==> config.mk <==
export PLATFORM = sky130hd
export DESIGN_NAME = uart_cmd_loader_flat
export DESIGN_NICKNAME = d
export VERILOG_FILES = /design/src/rtl/uart_cmd_loader_if.sv /design/src/rtl/uart_cmd_loader.sv /design/src/flat_wrapper.sv
export SDC_FILE = /design/constraint.sdc
export NUM_CORES = 1
export LEC_CHECK = 0
export CAP_MARGIN = 5
export CORE_MARGIN = 4
export CORE_UTILIZATION = 35
export CTS_CLUSTER_SIZE = 30
export DETAILED_ROUTE_END_ITERATION = 6
export SLEW_MARGIN = 20
export SYNTH_ARGS = -nofsm -noshare
export SYNTH_HDL_FRONTEND = slang
export SYNTH_SLANG_ARGS = --single-unit
==> constraint.sdc <==
create_clock -name clk -period 2.8 [get_ports clk]
set_input_delay 0.56 -clock clk [delete_from_list [all_inputs] [get_ports clk]]
set_output_delay 0.56 -clock clk [all_outputs]
set_load 0.05 [all_outputs]
==> src/rtl/uart_cmd_loader_if.sv <==
// Byte-stream, memory-write and go-handoff signals of the UART command loader.
// Latency: none, wiring only.
// Backpressure: mem_ready stalls the write side; the byte side is consumed via rx_clear.
interface uart_cmd_loader_if;
    logic        rx_ready;
    logic [7:0]  rx_data;
    logic        rx_clear;
    logic        mem_we;
    logic [31:0] mem_addr;
    logic [31:0] mem_wdata;
    logic [3:0]  mem_be;
    logic        mem_ready;
    logic        go_valid;
    logic [31:0] go_addr;
    logic        busy;
    logic        cmd_done;
    logic        cmd_err;

    // Loader side.
    modport master (
        input  rx_ready, rx_data, mem_ready,
        output rx_clear, mem_we, mem_addr, mem_wdata, mem_be,
               go_valid, go_addr, busy, cmd_done, cmd_err
    );

    // Environment side: receiver, memory sink and core.
    modport slave (
        output rx_ready, rx_data, mem_ready,
        input  rx_clear, mem_we, mem_addr, mem_wdata, mem_be,
               go_valid, go_addr, busy, cmd_done, cmd_err
    );
endinterface

==> src/rtl/uart_cmd_loader.sv <==
// Parses 'D' (load) / 'G' (go) host commands from a UART byte stream; optional UART_CMD_TIMEOUT_EN adds an inter-byte timeout.
// Latency: byte consumed in its rx_ready cycle; write request, go_valid, cmd_done and cmd_err appear one cycle later.
// Backpressure: a pending write holds mem_* until mem_ready; no bytes are consumed while the write is outstanding.
module uart_cmd_loader #(
    parameter logic [7:0] OP_LOAD = 8'h44,
    parameter logic [7:0] OP_GO   = 8'h47
`ifdef UART_CMD_TIMEOUT_EN
    , parameter int unsigned TIMEOUT_CYCLES = 5_000_000
`endif
) (
    input  logic              clk,
    input  logic              rst_n,
    uart_cmd_loader_if.master bus
);

    typedef enum logic [2:0] {
        IDLE  = 3'd0,
        ADDR  = 3'd1,
        LEN   = 3'd2,
        DATA  = 3'd3,
        WRITE = 3'd4,
        GADDR = 3'd5
    } state_t;

    state_t      state_q, state_d;
    logic [1:0]  bcnt_q, bcnt_d;       // byte index within a 4-byte header field
    logic [31:0] sh_q, sh_d;           // LSB-first field assembly
    logic [31:0] base_q, base_d;
    logic [31:0] len_q, len_d;
    logic [31:0] k_q, k_d;             // payload bytes taken so far
    logic [31:0] wbuf_q, wbuf_d;
    logic [3:0]  be_q, be_d;
    logic        mem_we_q, mem_we_d;
    logic [31:0] mem_addr_q, mem_addr_d;
    logic [31:0] mem_wdata_q, mem_wdata_d;
    logic [3:0]  mem_be_q, mem_be_d;
    logic        go_valid_q, go_valid_d;
    logic [31:0] go_addr_q, go_addr_d;
    logic        cmd_done_q, cmd_done_d;
    logic        cmd_err_q, cmd_err_d;
`ifdef UART_CMD_TIMEOUT_EN
    logic [31:0] tmo_q, tmo_d;
`endif

    logic        accept;
    logic [31:0] sh_next;
    logic [31:0] k_inc;

    // Bytes are only taken in parsing states and never while reset is asserted.
    assign accept  = rst_n && bus.rx_ready &&
                     (state_q == IDLE || state_q == ADDR || state_q == LEN ||
                      state_q == DATA || state_q == GADDR);
    assign sh_next = {bus.rx_data, sh_q[31:8]};
    assign k_inc   = k_q + 32'd1;

    // Next-state and registered-output computation.
    always_comb begin
        state_d     = state_q;
        bcnt_d      = bcnt_q;
        sh_d        = sh_q;
        base_d      = base_q;
        len_d       = len_q;
        k_d         = k_q;
        wbuf_d      = wbuf_q;
        be_d        = be_q;
        mem_we_d    = mem_we_q;
        mem_addr_d  = mem_addr_q;
        mem_wdata_d = mem_wdata_q;
        mem_be_d    = mem_be_q;
        go_addr_d   = go_addr_q;
        go_valid_d  = 1'b0;
        cmd_done_d  = 1'b0;
        cmd_err_d   = 1'b0;
`ifdef UART_CMD_TIMEOUT_EN
        tmo_d       = 32'd0;
`endif
        case (state_q)
            IDLE: begin
                if (accept) begin
                    bcnt_d = 2'd0;
                    if (bus.rx_data == OP_LOAD)    state_d = ADDR;
                    else if (bus.rx_data == OP_GO) state_d = GADDR;
                    else                           cmd_err_d = 1'b1;
                end
            end
            ADDR: begin
                if (accept) begin
                    sh_d   = sh_next;
                    bcnt_d = bcnt_q + 2'd1;
                    if (bcnt_q == 2'd3) begin
                        base_d  = {sh_next[31:2], 2'b00};
                        state_d = LEN;
                    end
                end
            end
            LEN: begin
                if (accept) begin
                    sh_d   = sh_next;
                    bcnt_d = bcnt_q + 2'd1;
                    if (bcnt_q == 2'd3) begin
                        len_d = sh_next;
                        k_d   = 32'd0;
                        if (sh_next == 32'd0) begin
                            cmd_done_d = 1'b1;
                            state_d    = IDLE;
                        end else begin
                            state_d = DATA;
                        end
                    end
                end
            end
            DATA: begin
                if (accept) begin
                    wbuf_d[{k_q[1:0], 3'b000} +: 8] = bus.rx_data;
                    be_d[k_q[1:0]]                  = 1'b1;
                    k_d                             = k_inc;
                    // Word full or payload exhausted: launch the write.
                    if (k_inc[1:0] == 2'd0 || k_inc == len_q) begin
                        mem_addr_d  = base_q + {k_q[31:2], 2'b00};
                        mem_wdata_d = wbuf_d;
                        mem_be_d    = be_d;
                        mem_we_d    = 1'b1;
                        state_d     = WRITE;
                    end
                end
            end
            WRITE: begin
                if (bus.mem_ready) begin
                    mem_we_d = 1'b0;
                    wbuf_d   = 32'd0;
                    be_d     = 4'd0;
                    if (k_q == len_q) begin
                        cmd_done_d = 1'b1;
                        state_d    = IDLE;
                    end else begin
                        state_d = DATA;
                    end
                end
            end
            GADDR: begin
                if (accept) begin
                    sh_d   = sh_next;
                    bcnt_d = bcnt_q + 2'd1;
                    if (bcnt_q == 2'd3) begin
                        go_addr_d  = sh_next;
                        go_valid_d = 1'b1;
                        state_d    = IDLE;
                    end
                end
            end
            default: state_d = IDLE;
        endcase
`ifdef UART_CMD_TIMEOUT_EN
        // Idle-byte watchdog; WRITE is excluded since the sink, not the host, is stalling.
        if ((state_q == ADDR || state_q == LEN || state_q == DATA || state_q == GADDR) && !accept) begin
            if (tmo_q == 32'(TIMEOUT_CYCLES - 1)) begin
                cmd_err_d = 1'b1;
                state_d   = IDLE;
                wbuf_d    = 32'd0;
                be_d      = 4'd0;
                bcnt_d    = 2'd0;
            end else begin
                tmo_d = tmo_q + 32'd1;
            end
        end
`endif
    end

    // State and datapath registers with synchronous reset.
    always_ff @(posedge clk) begin
        if (!rst_n) begin
            state_q     <= IDLE;
            bcnt_q      <= 2'd0;
            sh_q        <= 32'd0;
            base_q      <= 32'd0;
            len_q       <= 32'd0;
            k_q         <= 32'd0;
            wbuf_q      <= 32'd0;
            be_q        <= 4'd0;
            mem_we_q    <= 1'b0;
            mem_addr_q  <= 32'd0;
            mem_wdata_q <= 32'd0;
            mem_be_q    <= 4'd0;
            go_valid_q  <= 1'b0;
            go_addr_q   <= 32'd0;
            cmd_done_q  <= 1'b0;
            cmd_err_q   <= 1'b0;
`ifdef UART_CMD_TIMEOUT_EN
            tmo_q       <= 32'd0;
`endif
        end else begin
            state_q     <= state_d;
            bcnt_q      <= bcnt_d;
            sh_q        <= sh_d;
            base_q      <= base_d;
            len_q       <= len_d;
            k_q         <= k_d;
            wbuf_q      <= wbuf_d;
            be_q        <= be_d;
            mem_we_q    <= mem_we_d;
            mem_addr_q  <= mem_addr_d;
            mem_wdata_q <= mem_wdata_d;
            mem_be_q    <= mem_be_d;
            go_valid_q  <= go_valid_d;
            go_addr_q   <= go_addr_d;
            cmd_done_q  <= cmd_done_d;
            cmd_err_q   <= cmd_err_d;
`ifdef UART_CMD_TIMEOUT_EN
            tmo_q       <= tmo_d;
`endif
        end
    end

    assign bus.rx_clear  = accept;
    assign bus.mem_we    = mem_we_q;
    assign bus.mem_addr  = mem_addr_q;
    assign bus.mem_wdata = mem_wdata_q;
    assign bus.mem_be    = mem_be_q;
    assign bus.go_valid  = go_valid_q;
    assign bus.go_addr   = go_addr_q;
    assign bus.busy      = (state_q != IDLE);
    assign bus.cmd_done  = cmd_done_q;
    assign bus.cmd_err   = cmd_err_q;

endmodule

==> src/flat_wrapper.sv <==
// flat-port wrapper written by rule: the top's interface ports become plain ports
module uart_cmd_loader_flat 
#(
    parameter logic [7:0] OP_LOAD = 8'h44,
    parameter logic [7:0] OP_GO   = 8'h47

)
  (clk, rst_n, bus_rx_ready, bus_rx_data, bus_mem_ready, bus_rx_clear, bus_mem_we, bus_mem_addr, bus_mem_wdata, bus_mem_be, bus_go_valid, bus_go_addr, bus_busy, bus_cmd_done, bus_cmd_err);
  uart_cmd_loader_if bus_i ();
  input  logic clk;
  input  logic rst_n;
  input wire logic [$bits(bus_i.rx_ready)-1:0] bus_rx_ready;
  input wire logic [$bits(bus_i.rx_data)-1:0] bus_rx_data;
  input wire logic [$bits(bus_i.mem_ready)-1:0] bus_mem_ready;
  output wire logic [$bits(bus_i.rx_clear)-1:0] bus_rx_clear;
  output wire logic [$bits(bus_i.mem_we)-1:0] bus_mem_we;
  output wire logic [$bits(bus_i.mem_addr)-1:0] bus_mem_addr;
  output wire logic [$bits(bus_i.mem_wdata)-1:0] bus_mem_wdata;
  output wire logic [$bits(bus_i.mem_be)-1:0] bus_mem_be;
  output wire logic [$bits(bus_i.go_valid)-1:0] bus_go_valid;
  output wire logic [$bits(bus_i.go_addr)-1:0] bus_go_addr;
  output wire logic [$bits(bus_i.busy)-1:0] bus_busy;
  output wire logic [$bits(bus_i.cmd_done)-1:0] bus_cmd_done;
  output wire logic [$bits(bus_i.cmd_err)-1:0] bus_cmd_err;
  assign bus_i.rx_ready = bus_rx_ready;
  assign bus_i.rx_data = bus_rx_data;
  assign bus_i.mem_ready = bus_mem_ready;
  assign bus_rx_clear = bus_i.rx_clear;
  assign bus_mem_we = bus_i.mem_we;
  assign bus_mem_addr = bus_i.mem_addr;
  assign bus_mem_wdata = bus_i.mem_wdata;
  assign bus_mem_be = bus_i.mem_be;
  assign bus_go_valid = bus_i.go_valid;
  assign bus_go_addr = bus_i.go_addr;
  assign bus_busy = bus_i.busy;
  assign bus_cmd_done = bus_i.cmd_done;
  assign bus_cmd_err = bus_i.cmd_err;
  uart_cmd_loader #(.OP_LOAD(OP_LOAD), .OP_GO(OP_GO)) u_core (.clk(clk), .rst_n(rst_n), .bus(bus_i));
endmodule
[Word-level counts from Yosys, hierarchy flattened]
Cells that the tools add are included.
Word-level totals
  bits in registers: 271
  logic and storage cells: 121
  bits of input ports: 12
  output and inout port bits: 106
Cells by class
  magnitude comparators: 2
  shift-type cells: 2
  add/sub/neg operators: 4
  bitwise operators: 4
  muxes and demuxes: 43
  eq/ne operators: 22
  reduce and logical (&&, ||, !) cells: 28
Operator list (count)
  two-way mux 32 bit: 5
  one-hot mux 32 bit (2 select lines): 2
  equality test 32 bit: 2
  two-way mux 3 bit: 12
  adder 32 x 1 -> 32 bit, second input constant: 1
  adder 32 bit: 1
  bitwise mux 32 bit: 1
  logical NOT 32 bit: 1
  variable shift 8 x 7 -> 32 bit, first input constant: 1
  indexed part select 8 x 7 -> 32 bit: 1
  AND reduction 3 bit: 7
  != test 2 bit, second input constant: 10
  one-hot mux 3 bit (6 select lines): 1
  equality test 8 x 7 -> 1 bit, second input constant: 2
  two-way mux 1 bit: 11
  AND reduction 11 bit: 1
  two-way mux 2 bit: 4
  two-way mux 4 bit: 2
  one-hot mux 4 bit (2 select lines): 1
  AND reduction 4 bit: 2
  negation 5 -> 7 bit: 1
  equality test 3 x 2 -> 1 bit, second input constant: 2
  equality test 3 bit, second input constant: 2
  nonzero test 2 bit: 3
  20 further kinds: 29

[Logic depth before layout (Yosys ltp)]
  word-level depth: 8
  gate-level depth with buffers: 13

[Worst setup path before layout]
No wires, ideal clock.
  path kind: flip-flop to flip-flop
  start: reg u_core.k_q[0]
  end: reg u_core.mem_wdata_q[10] (netlist: u_core.bus.mem_wdata[10])
  period minus slack after synthesis: 3.026 ns
  data required time: 2.672 ns
  buffers on the path: 3
  cell stages (with the launch flop): 14
  slack: -0.226 ns
  arrival: 2.899 ns
  setup time: 0.128 ns
  cells stage by stage: dfxtp_1 > buf_2 > nand4_4 > or4_4 > o41a_1 > a211oi_1 > a211o_1 > a22oi_1 > a41o_1 > nand2_2 > buf_6 > buf_6 > mux2i_1 > nor2_1
Between the ends
  word-level cells in the longest chain between the ends: 4
RTL lines
  start, declared: line uart_cmd_loader.sv:30  | logic [31:0] k_q, k_d;
  start signal, assigned: line uart_cmd_loader.sv:197  | k_q <= k_d;
  adder 32 x 1 -> 32 bit: line uart_cmd_loader.sv:54  | assign k_inc = k_q + 32'd1;
  equality test 32 bit or logical NOT 2 bit (tied branches): line uart_cmd_loader.sv:118  | if (k_inc[1:0] == 2'd0 || k_inc == len_q) begin
  logical OR 1 bit: line uart_cmd_loader.sv:118
  AND reduction 3 bit (no source line)
  end signal, assigned: line uart_cmd_loader.sv:202  | mem_wdata_q <= mem_wdata_d;
  end, declared: line uart_cmd_loader.sv:35  | logic [31:0] mem_wdata_q, mem_wdata_d;
Several ways; a longest one is shown, not always the timed one.
A chain may end at the register's enable or synchronous reset.

[Final worst setup path]
  start: reg u_core.k_q[6]
  end: reg u_core.mem_wdata_q[4] (netlist: u_core.bus.mem_wdata[4])
Between the ends
  word-level cells in the longest chain between the ends: 4
RTL lines (line)
  adder 32 x 1 -> 32 bit: uart_cmd_loader.sv:54
  equality test 32 bit: uart_cmd_loader.sv:118
  logical OR 1 bit: uart_cmd_loader.sv:118
  AND reduction 3 bit (no source line)
Every way passes these cells.

==> run summary <==
Final hold violations: 0
Core Footprint: 36,600 sq um
Max VDD drop: 419 uV
Footprint of the multi-input gates: 7320 sq um
Die X: 200 um
Total number of vias: 12,743
DP Area: 16,100 sq um
Worst Slack Setup Final: -0.230 ns
Violated checks: negative setup slack
Number of global-route vias before repair: 12,368
Synth warn: 0
Routability congestion estimate: 0.953
Crit path required time: 3.20 ns
CTS tree: built
First-pass GRT wire length: 69,100 um
Total CTS buffers: 31
Synth top area share: 40.3%
Synth area leader: dfxtp_1
Fmax: 330 MHz
Reg2reg path depth: 12
Worst slack, placed: -0.370 ns
Ys async rst share: 0%
Kind of end point of the critical path: flop
Largest net degree at the start of global routing: 193
CP arrival: 3.43 ns
Synth Area in Adders: 3.82%
Max Clock Skew: 0.0134 ns
Cell variety after synth: 65
Yosys reg bits: 261
Largest family of logic cells by synthesized area: simple AND/OR/NAND/NOR gates
CP startpoint: u_core.k_q[6]
Port Buffer Count: 115
Post-route ant nets: 0
Hold WS: 0.454 ns
Status: finished with violations
Max-cap violations: 0
Worst-Skew Late Latency: 0.56 ns
CTS H-Tree Depth: 1
Top sig layer: met4
Layout cells sized above 1: 18.2%
Seq/Total Area, Yosys: 40.3%
Fin crit share: 108%
RSZ-0062 raised after global routing: yes
Tmin final: 3.03 ns
Commonest non-fill, non-tap cell in the layout: nand2_1
# clock sinks: 261
Slew margin rel.: 42.3%
GRT overflow: 0
Drt drc: 0
Routed WL per cell: 17.8 um
Simple-gate portion of the synthesized area: 23.5%
Post-Route WL: 43,700 um
Worst r2r src: u_core.k_q[6]
Total GRT Usage: 20.8%
Hold WC Path Type: flop to flop
Fin util: 48.4%
Longest Clk Path Bufs: 3
Drt pass-1 iters: 5
Compound-cell area share of the yosys netlist: 16.9%
Setup TNS: -13.68 ns
Sequential Area: 5250 sq um
Multiplexer share of the synthesized area: 4.64%
CP endpoint: u_core.bus.mem_wdata[4]
IO Pins: 118
Commonest non-fill, non-tap cells in the layout: 364 x nand2_1, 246 x dfxtp_1, 215 x a21oi_1, 214 x buf_4, 136 x nor2_1
1st-iter DRT viols: 889
Area grow syn2layout: 36.6%
Initial Utilization: 35.4%
Crit Path Class: flop to flop
Leakage Power: 7.14 nW
R2r setup slk: -0.23 ns
Worst flop-to-flop path endpoint: u_core.bus.mem_wdata[4]
Antenna violations before repair: 0
Post-synthesis cell count: 1,692
M1 wire length: 20,800 um
Number of placement rows: 70
Worst-path clk slew: 0.06 ns
Max FO, Critical Path: 13
Final setup vio count: 70
Syn_area_per_cell: 7.66 sq um
Ys flop type: dfxtp_1
CP Launch Type: flop
Netlist Area Pre-Place: 13,000 sq um
# diodes: 0
Post-synth EDFFs: 0
Post-Synth XOR/XNOR Area: 5.34%
Met3 wire length: 2400 um
Worst Max-Slew Pin Slew: 0.866 ns
Root buf cell: clkbuf_16
Via/cell ratio: 5.18
Filler Cell Count: 3,602
Max-slew violations: 0
Die area: 40,200 sq um
DIE HEIGHT: 200 um
NumNets Final: 2,018
Fin area: 17,700 sq um
Cell Pwr Density: 475 nW/um^2
Met2 WL: 19,300 um
Synth area leaders: dfxtp_1 40%, nand2_1 11%, a21oi_1 8.6%
Detailed placement HPWL: 30,600 um
## kinds of logic (layout without fill, tap and decap cells)
family                     Yosys count  in the layout
and+or+nand+nor                    695            695
other                                1              2
buffers and inverters              170            468
xor gates and xnor gates            79             79
DFF                                261            261
muxes                               60             60
AOI/OAI and AO/OA                  387            387
adders and majority gates           39             39
## per-layer routing
layer	track usage [%]	up-vias
met5	0	-
met4	5.41	0
met3	2.65	53
met2	33.2	326
met1	29.9	6031
li1	-	6333
## area by class of cell
| class | instances | share of cell area [%] |
|---|---|---|
| clock buffers | 44 | 5.05 |
| clock inverters | 13 | 1.42 |
| inverters | 58 | 1.26 |
| multi-input cells | 1262 | 41.3 |
| flip-flops and latches | 261 | 29.7 |
| well taps | 468 | 3.31 |
| repair buffers | 353 | 18.0 |
## where the power goes
part,switching [mW],internal [mW]
clock network,1.64,2.85
logic,0.139,0.0549
registers,0.00117,3.71
total,1.78,6.62
## registers in the layout, indices dropped and copies added (netlist names)
register              cells
u_core.bus.go_addr       32
u_core.bus.mem_wdata     32
u_core.k_q               32
u_core.len_q             32
u_core.wbuf_q            32
u_core.base_q            30
u_core.bus.mem_addr      30
u_core.sh_q              24
u_core.be_q               4
u_core.bus.mem_be         4
u_core.state_q            3
u_core.bcnt_q             2
u_core.bus.cmd_done       1
u_core.bus.cmd_err        1
u_core.bus.go_valid       1
u_core.bus.mem_we         1
## what timing repair did
action                     4_1_cts  5_1_grt
setup endpoints to repair       70       70
hold buffers                     0        0
gates cloned                     3        0
buffers inserted                16       14
resized for setup               50       29
pin swaps                        8       21
## critical path, stage by stage, from the launching register on
cell and delay, ns:
dfxtp_2 0.36, buf_4 0.12, nand3_4 0.09, or4_4 0.57
nor4_4 0.36, a211oi_2 0.11, a211o_1 0.29, a22oi_2 0.19
a41o_4 0.28, nand2_8 0.11, buf_12 0.18, mux2i_1 0.16
nor2_1 0.06
## Yosys cell counts (18+ instances only)
| master | count |
|---|---|
| xor2_1 | 26 |
| nor2_1 | 140 |
| a21oi_1 | 222 |
| mux2i_1 | 59 |
| nand3_1 | 56 |
| nand2_1 | 365 |
| nor4_1 | 18 |
| inv_1 | 58 |
| ha_1 | 38 |
| xnor2_1 | 53 |
| clkbuf_1 | 83 |
| nand4_1 | 20 |
| dfxtp_1 | 261 |
| nor3_1 | 43 |
| o21ai_0 | 76 |
## how the worst min path moves through the flow
| stage | endpoint | cells past startpoint | start |
|---|---|---|---|
| 3_3_place_gp | u_core.bus.go_addr[20] | 2 | u_core.bus.go_addr[20] |
| 6_report | u_core.bus.go_addr[1] | 2 | u_core.bus.go_addr[1] |
| 5_1_grt | u_core.base_q[19] | 2 | u_core.base_q[19] |
| 4_1_cts | u_core.bus.go_addr[1] | 2 | u_core.bus.go_addr[1] |
| 2_1_floorplan | u_core.base_q[10] | 2 | u_core.base_q[10] |
| 3_5_place_dp | u_core.base_q[26] | 2 | u_core.base_q[26] |
## stage by stage
step / power, mW / cells
after detailed placement: 3.99 / 2376
after CTS: 8.49 / 2452
final: 8.40 / 2459
after floorplan: 3.89 / 1693
after global routing: 8.66 / 2459
after global placement: 3.99 / 2376
No activity file was read; power rests on OpenSTA's default activity.
